==> src/rtl/sram_read_ctrl.sv <==
// sram_read_ctrl
//   Read-only responder between the background loader and a 16-bit async SRAM.
//   A request (reading high in IDLE) latches ADDR onto the SRAM pins, asserts the
//   chip/output/byte enables, waits WAIT_CYCLES cycles for the SRAM access time,
//   captures SRAM_DQ into DATA_OUT and pulses SRAM_done for one cycle.
//
//   Handshake: the loader raises `reading` and keeps it high until it has seen
//   SRAM_done; dropping it before capture aborts the access without touching
//   DATA_OUT. After SRAM_done, `reading` must go low for at least one cycle
//   before the next request is accepted (a held level never re-triggers).
//
// Ports
//   Clk, Reset          clock, asynchronous active-high reset
//   reading             request level from the loader
//   ADDR                word address, sampled only on acceptance in IDLE
//   SRAM_DQ             SRAM data bus (input only here)
//   SRAM_ADDR           SRAM address pins (registered)
//   SRAM_CE_N/OE_N/UB_N/LB_N  active-low enables (registered)
//   SRAM_WE_N           write enable, tied high
//   DATA_OUT            last captured word
//   SRAM_done           one-cycle pulse when DATA_OUT holds the requested word
//   state_dbg           current FSM state encoding, for observation only

module sram_read_ctrl #(
  parameter int ADDR_W      = 20,
  parameter int WAIT_CYCLES = 2
) (
  input  logic              Clk,
  input  logic              Reset,
  input  logic              reading,
  input  logic [ADDR_W-1:0] ADDR,
  input  logic [15:0]       SRAM_DQ,
  output logic [ADDR_W-1:0] SRAM_ADDR,
  output logic              SRAM_CE_N,
  output logic              SRAM_OE_N,
  output logic              SRAM_WE_N,
  output logic              SRAM_UB_N,
  output logic              SRAM_LB_N,
  output logic [15:0]       DATA_OUT,
  output logic              SRAM_done,
  output logic [2:0]        state_dbg
);

  typedef enum logic [2:0] {
    IDLE    = 3'd0,
    SETUP   = 3'd1,
    WAIT    = 3'd2,
    CAPTURE = 3'd3,
    DONE    = 3'd4,
    HOLD    = 3'd5
  } state_t;

  // Counter preload so that exactly WAIT_CYCLES cycles are spent in WAIT.
  localparam logic [3:0] WAIT_LOAD = (WAIT_CYCLES == 0) ? 4'd0 : 4'(WAIT_CYCLES - 1);

  state_t     state;
  logic [3:0] wait_cnt;
  logic       en_n;  // shared register behind all four active-low enables

  assign SRAM_CE_N = en_n;
  assign SRAM_OE_N = en_n;
  assign SRAM_UB_N = en_n;
  assign SRAM_LB_N = en_n;
  assign SRAM_WE_N = 1'b1;
  assign state_dbg = state;

  always_ff @(posedge Clk or posedge Reset) begin
    if (Reset) begin
      state     <= IDLE;
      wait_cnt  <= 4'd0;
      en_n      <= 1'b1;
      SRAM_ADDR <= '0;
      DATA_OUT  <= 16'd0;
      SRAM_done <= 1'b0;
    end else begin
      SRAM_done <= 1'b0;
      case (state)
        IDLE: begin
          if (reading) begin
            SRAM_ADDR <= ADDR;
            // Enables go low on entry so they are already low during SETUP.
            en_n      <= 1'b0;
            state     <= SETUP;
          end
        end

        SETUP: begin
          if (!reading) begin
            en_n  <= 1'b1;
            state <= IDLE;
          end else if (WAIT_CYCLES == 0) begin
            state <= CAPTURE;
          end else begin
            wait_cnt <= WAIT_LOAD;
            state    <= WAIT;
          end
        end

        WAIT: begin
          if (!reading) begin
            en_n  <= 1'b1;
            state <= IDLE;
          end else if (wait_cnt == 4'd0) begin
            state <= CAPTURE;
          end else begin
            wait_cnt <= wait_cnt - 4'd1;
          end
        end

        CAPTURE: begin
          // An abort here wins over the capture: DATA_OUT must keep its old word.
          if (!reading) begin
            en_n  <= 1'b1;
            state <= IDLE;
          end else begin
            DATA_OUT  <= SRAM_DQ;
            en_n      <= 1'b1;
            SRAM_done <= 1'b1;
            state     <= DONE;
          end
        end

        DONE: begin
          state <= reading ? HOLD : IDLE;
        end

        HOLD: begin
          if (!reading) begin
            state <= IDLE;
          end
        end

        default: begin
          en_n  <= 1'b1;
          state <= IDLE;
        end
      endcase
    end
  end

endmodule
==> config.mk <==
export PLATFORM = sky130hd
export DESIGN_NAME = sram_read_ctrl
export DESIGN_NICKNAME = d
export VERILOG_FILES = /design/src/rtl/sram_read_ctrl.sv
export SDC_FILE = /design/constraint.sdc
export NUM_CORES = 1
export LEC_CHECK = 0
export CORE_MARGIN = 2
export CORE_UTILIZATION = 30
export DETAILED_ROUTE_END_ITERATION = 16
export SYNTH_ARGS = -nofsm -noshare
export SYNTH_HDL_FRONTEND = slang
export SYNTH_SLANG_ARGS = --single-unit
==> constraint.sdc <==
create_clock -name Clk -period 2.4 [get_ports Clk]
set_clock_uncertainty 0.15 [all_clocks]
set_input_delay 0.48 -clock Clk [delete_from_list [all_inputs] [get_ports Clk]]
set_output_delay 0.48 -clock Clk [all_outputs]
set_load 0.05 [all_outputs]
==> impl_metrics.toml, run 1 <==
[status]
status = "finished, final reports clean"

[logic_synthesis]
synth_seq_cells = 45
avgSynthCellArea_um2 = 14.66
synth_cell_type_count = 36
yosysSeqAreaShare_pct = 58.70
syn_area_um2 = 1921
yosysWarningCount = 0
syn-num-nets = 172
netlist_instances = 131

[timing]
fin_ws_ns = 0.08571
rsz0062_at_grt = "no"
fmax_ghz = 0.4321
relSlewSlack_pct = 60.68
drv_slew = 0
setup_viol = 0
timing.final.crit_share_pct = 96.43
totalNegativeSetupSlack_ns = 0
fin_crit_ns = 2.314
worstMarginPinSlew_ns = 0.5862
hold_viol_final = 0
hold_ws_ns = 0.3224

[layout]
fin_nets = 254
drive_gt1_share_pct = 15.42
finalNonFillerCells = 291
regArea_um2 = 1127
antenna_cells = 0
multiInputGateArea_um2 = 709.4
syn2layout_area_growth_pct = 51.21
fillers = 584

[setup_path]
crit_arrival_ns = 1.68
critPathMaxStageDelay_ns = 0.81
r2r_cells = 5
crit_chain = "clkdlybuf4s50_1"
crit_buf_inv = 1
cp-end-kind = "output pin"
crit_family = "buffers and inverters"
crit_type = "reg2out"
cp_slowest_cell = "clkdlybuf4s50_1"
cp.depth = 1
critPathLaunchType = "flip-flop"
path_max_fanout = 6
cp.required_ns = 1.77

[pwr]
internal_power_mw = 2.389
leakagePower_nw = 1.254
p_sw_mw = 2.193
clkPwrFrac_pct = 10.8
switching_share_pct = 47.87
peakVddDrop_mv = 0.7437
combPwrFrac_pct = 59.4
power_density_nw_per_um2 = 1578
seq_power_share_pct = 29.8

[floorplanning]
start_util_pct = 30.60
ioPinCount = 84
row_count = 29
core_um2 = 6277
design.die.area_um2 = 7058
die_x_um = 84.01
die_h_um = 84.01

[placed_design]
post-place-ws_ns = 0.1837
portBuffers = 82
dpl.hpwl_um = 3136
placedCellCount = 283
place.gp.congestion = 0.7771

[grt]
grt_max_degree = 32
grt_use_total_pct = 12.94
grt_pass1_wl_um = 7196
grt_overflow_total = 0
grt_pass1_vias = 1388
grt_antenna_before_repair = 0

[routing]
vias = 1319
drcViolationCount = 0
drtIter0Drc = 31
post_drt_via_cell_ratio = 4.533
antenna_left = 0
drt-total-wl_um = 4308
dr.pass1.iters = 3
wl_per_cell_um = 14.80

[cts]
ctsResizeCount = 0
cts-root-buf = "clkbuf_8"
postCtsHoldBufs = 0
path_clk_slew_ns = 0.09
clock_path_buffers = 2
cts.sinks = 45
cts_buffers = 5
htreeDepth = 2
cts_tree = "done"
clock_latency_ns = 0.30
post_cts_buffers = 0

[run]
max_cap_viol_count = 0

[hold_path]
min_path_type = "in2async"
==> logic make-up after synthesis <==
logic type	after synthesis	share of synthesized area, %
compound gates	14	5.082
fa+ha+maj	3	1.824
xor+xnor	1	0.4561
simple gates	16	5.995
other cells	1	0.1953
mux	37	23.39
buf+inv	14	4.364
flops	45	58.70
==> path summary, 6_finish.rpt <==
check | endpoint | from | slack [ns]
max | SRAM_UB_N | SRAM_CE_N | 0.09
max reg2reg | wait_cnt[0] | wait_cnt[0] | 0.56
min reg2reg | SRAM_ADDR[14] | SRAM_ADDR[14] | 0.34
max in group asynchronous | SRAM_CE_N | Reset | 1.19
min | DATA_OUT[5] | Reset | 0.32
min in group Clk | SRAM_ADDR[14] | SRAM_ADDR[14] | 0.34
==> power by group through the flow <==
stage / sequential, mW / combinational [mW] / clock [mW]
after CTS: 1.37 / 2.75 / 0.519
final: 1.37 / 2.72 / 0.496
after detailed placement: 1.38 / 2.74 / 0
after floorplan: 2.48 / 0.739 / 0
after global routing: 1.42 / 2.84 / 0.544
after global placement: 1.37 / 2.72 / 0
==> placed cells by master, fill, tap and decap left out, drive strengths merged, types with 2 or more instances in the layout <==
cell,netlist,layout
mux2,36,36
nand2b,2,2
dfrtp,44,44
nor2,2,2
clkdlybuf4s50,0,80
and2,2,2
clkbuf,1,6
clkinv,0,3
buf,8,4
inv,5,4
a211o,2,2
ha,2,2
nor4b,2,2
nand2,3,3
o21ai,6,6
==> per-stage QoR <==
step           util [%]  total power, mW  area, um2
5_1_grt           46.26            4.812       2904
3_5_place_dp      44.73            4.124       2808
3_3_place_gp      44.73            4.091       2808
6_report          46.26            4.582       2904
2_1_floorplan         -            3.222       1921
4_1_cts           46.26            4.637       2904
==> Yosys cell counts <==
master    instances  area share, %
inv_1             5           0.98
and2_2            1           0.39
maj3_1            1           0.52
dfstp_2           1            1.4
o32a_1            1           0.52
clkbuf_1          1           0.20
buf_2             1           0.26
o41ai_1           1           0.46
buf_4             6            2.3
and3_1            1           0.33
o31ai_1           1           0.39
dfrtp_1          44             57
o21ai_0           6            1.6
conb_1            1           0.20
buf_6             1           0.59
nand2_1           2           0.39
o311a_1           1           0.52
nor4b_1           2           0.91
ha_1              2            1.3
nand2b_4          1           0.72
or3b_1            1           0.46
and2_1            1           0.33
mux2_2            7            4.1
nor3_2            1           0.52
nor2_1            2           0.39
nand2b_1          1           0.33
xnor2_1           1           0.46
nand2_4           1           0.59
and2b_1           1           0.39
a21oi_1           1           0.26
nand3_1           1           0.26
a211o_1           2           0.91
mux2_4            9            7.0
mux2i_1           1           0.52
mux2_1           20             12
o311ai_0          1           0.46
==> layout make-up <==
class                      instances  area share (%)
multi-input combinational         72           24.43
clock inverter                     2          0.4739
clock buffer                       6           2.844
sequential                        45           38.82
timing repair buffer              84           29.47
inverter                           5          0.6463
tap                               77           3.318
==> routing by layer <==
metal | routed length [um] | GRT usage, %
met5 | 0 | 0
met4 | 51 | 4.839
met3 | 254 | 3.462
met2 | 1935 | 19.56
met1 | 2067 | 17.79
==> state kept, by name, summed over array words and instances (netlist names) <==
register / flops
SRAM_ADDR: 20
wait_cnt: 4
state_dbg: 3
DATA_OUT: 16
SRAM_CE_N: 1
SRAM_done: 1
==> worst reg2reg max path, stage by stage (launching register included) <==
cell     delay (ns)
dfrtp_1        0.40
inv_1          0.12
ha_1           0.19
or3b_1         0.44
a211o_1        0.32
o311a_1        0.11
No activity file was read; power rests on OpenSTA's default activity.
==> run 2: changes to the inputs <==
--- a/config.mk
+++ b/config.mk
@@ -7,6 +7,7 @@
 export LEC_CHECK = 0
 export CORE_MARGIN = 2
 export CORE_UTILIZATION = 30
+export CTS_BUF_LIST = sky130_fd_sc_hd__clkbuf_8
 export DETAILED_ROUTE_END_ITERATION = 16
 export SYNTH_ARGS = -nofsm -noshare
 export SYNTH_HDL_FRONTEND = slang
==> results of run 2 <==
The final DEF is identical to that of run 1; final timing and power are the same.
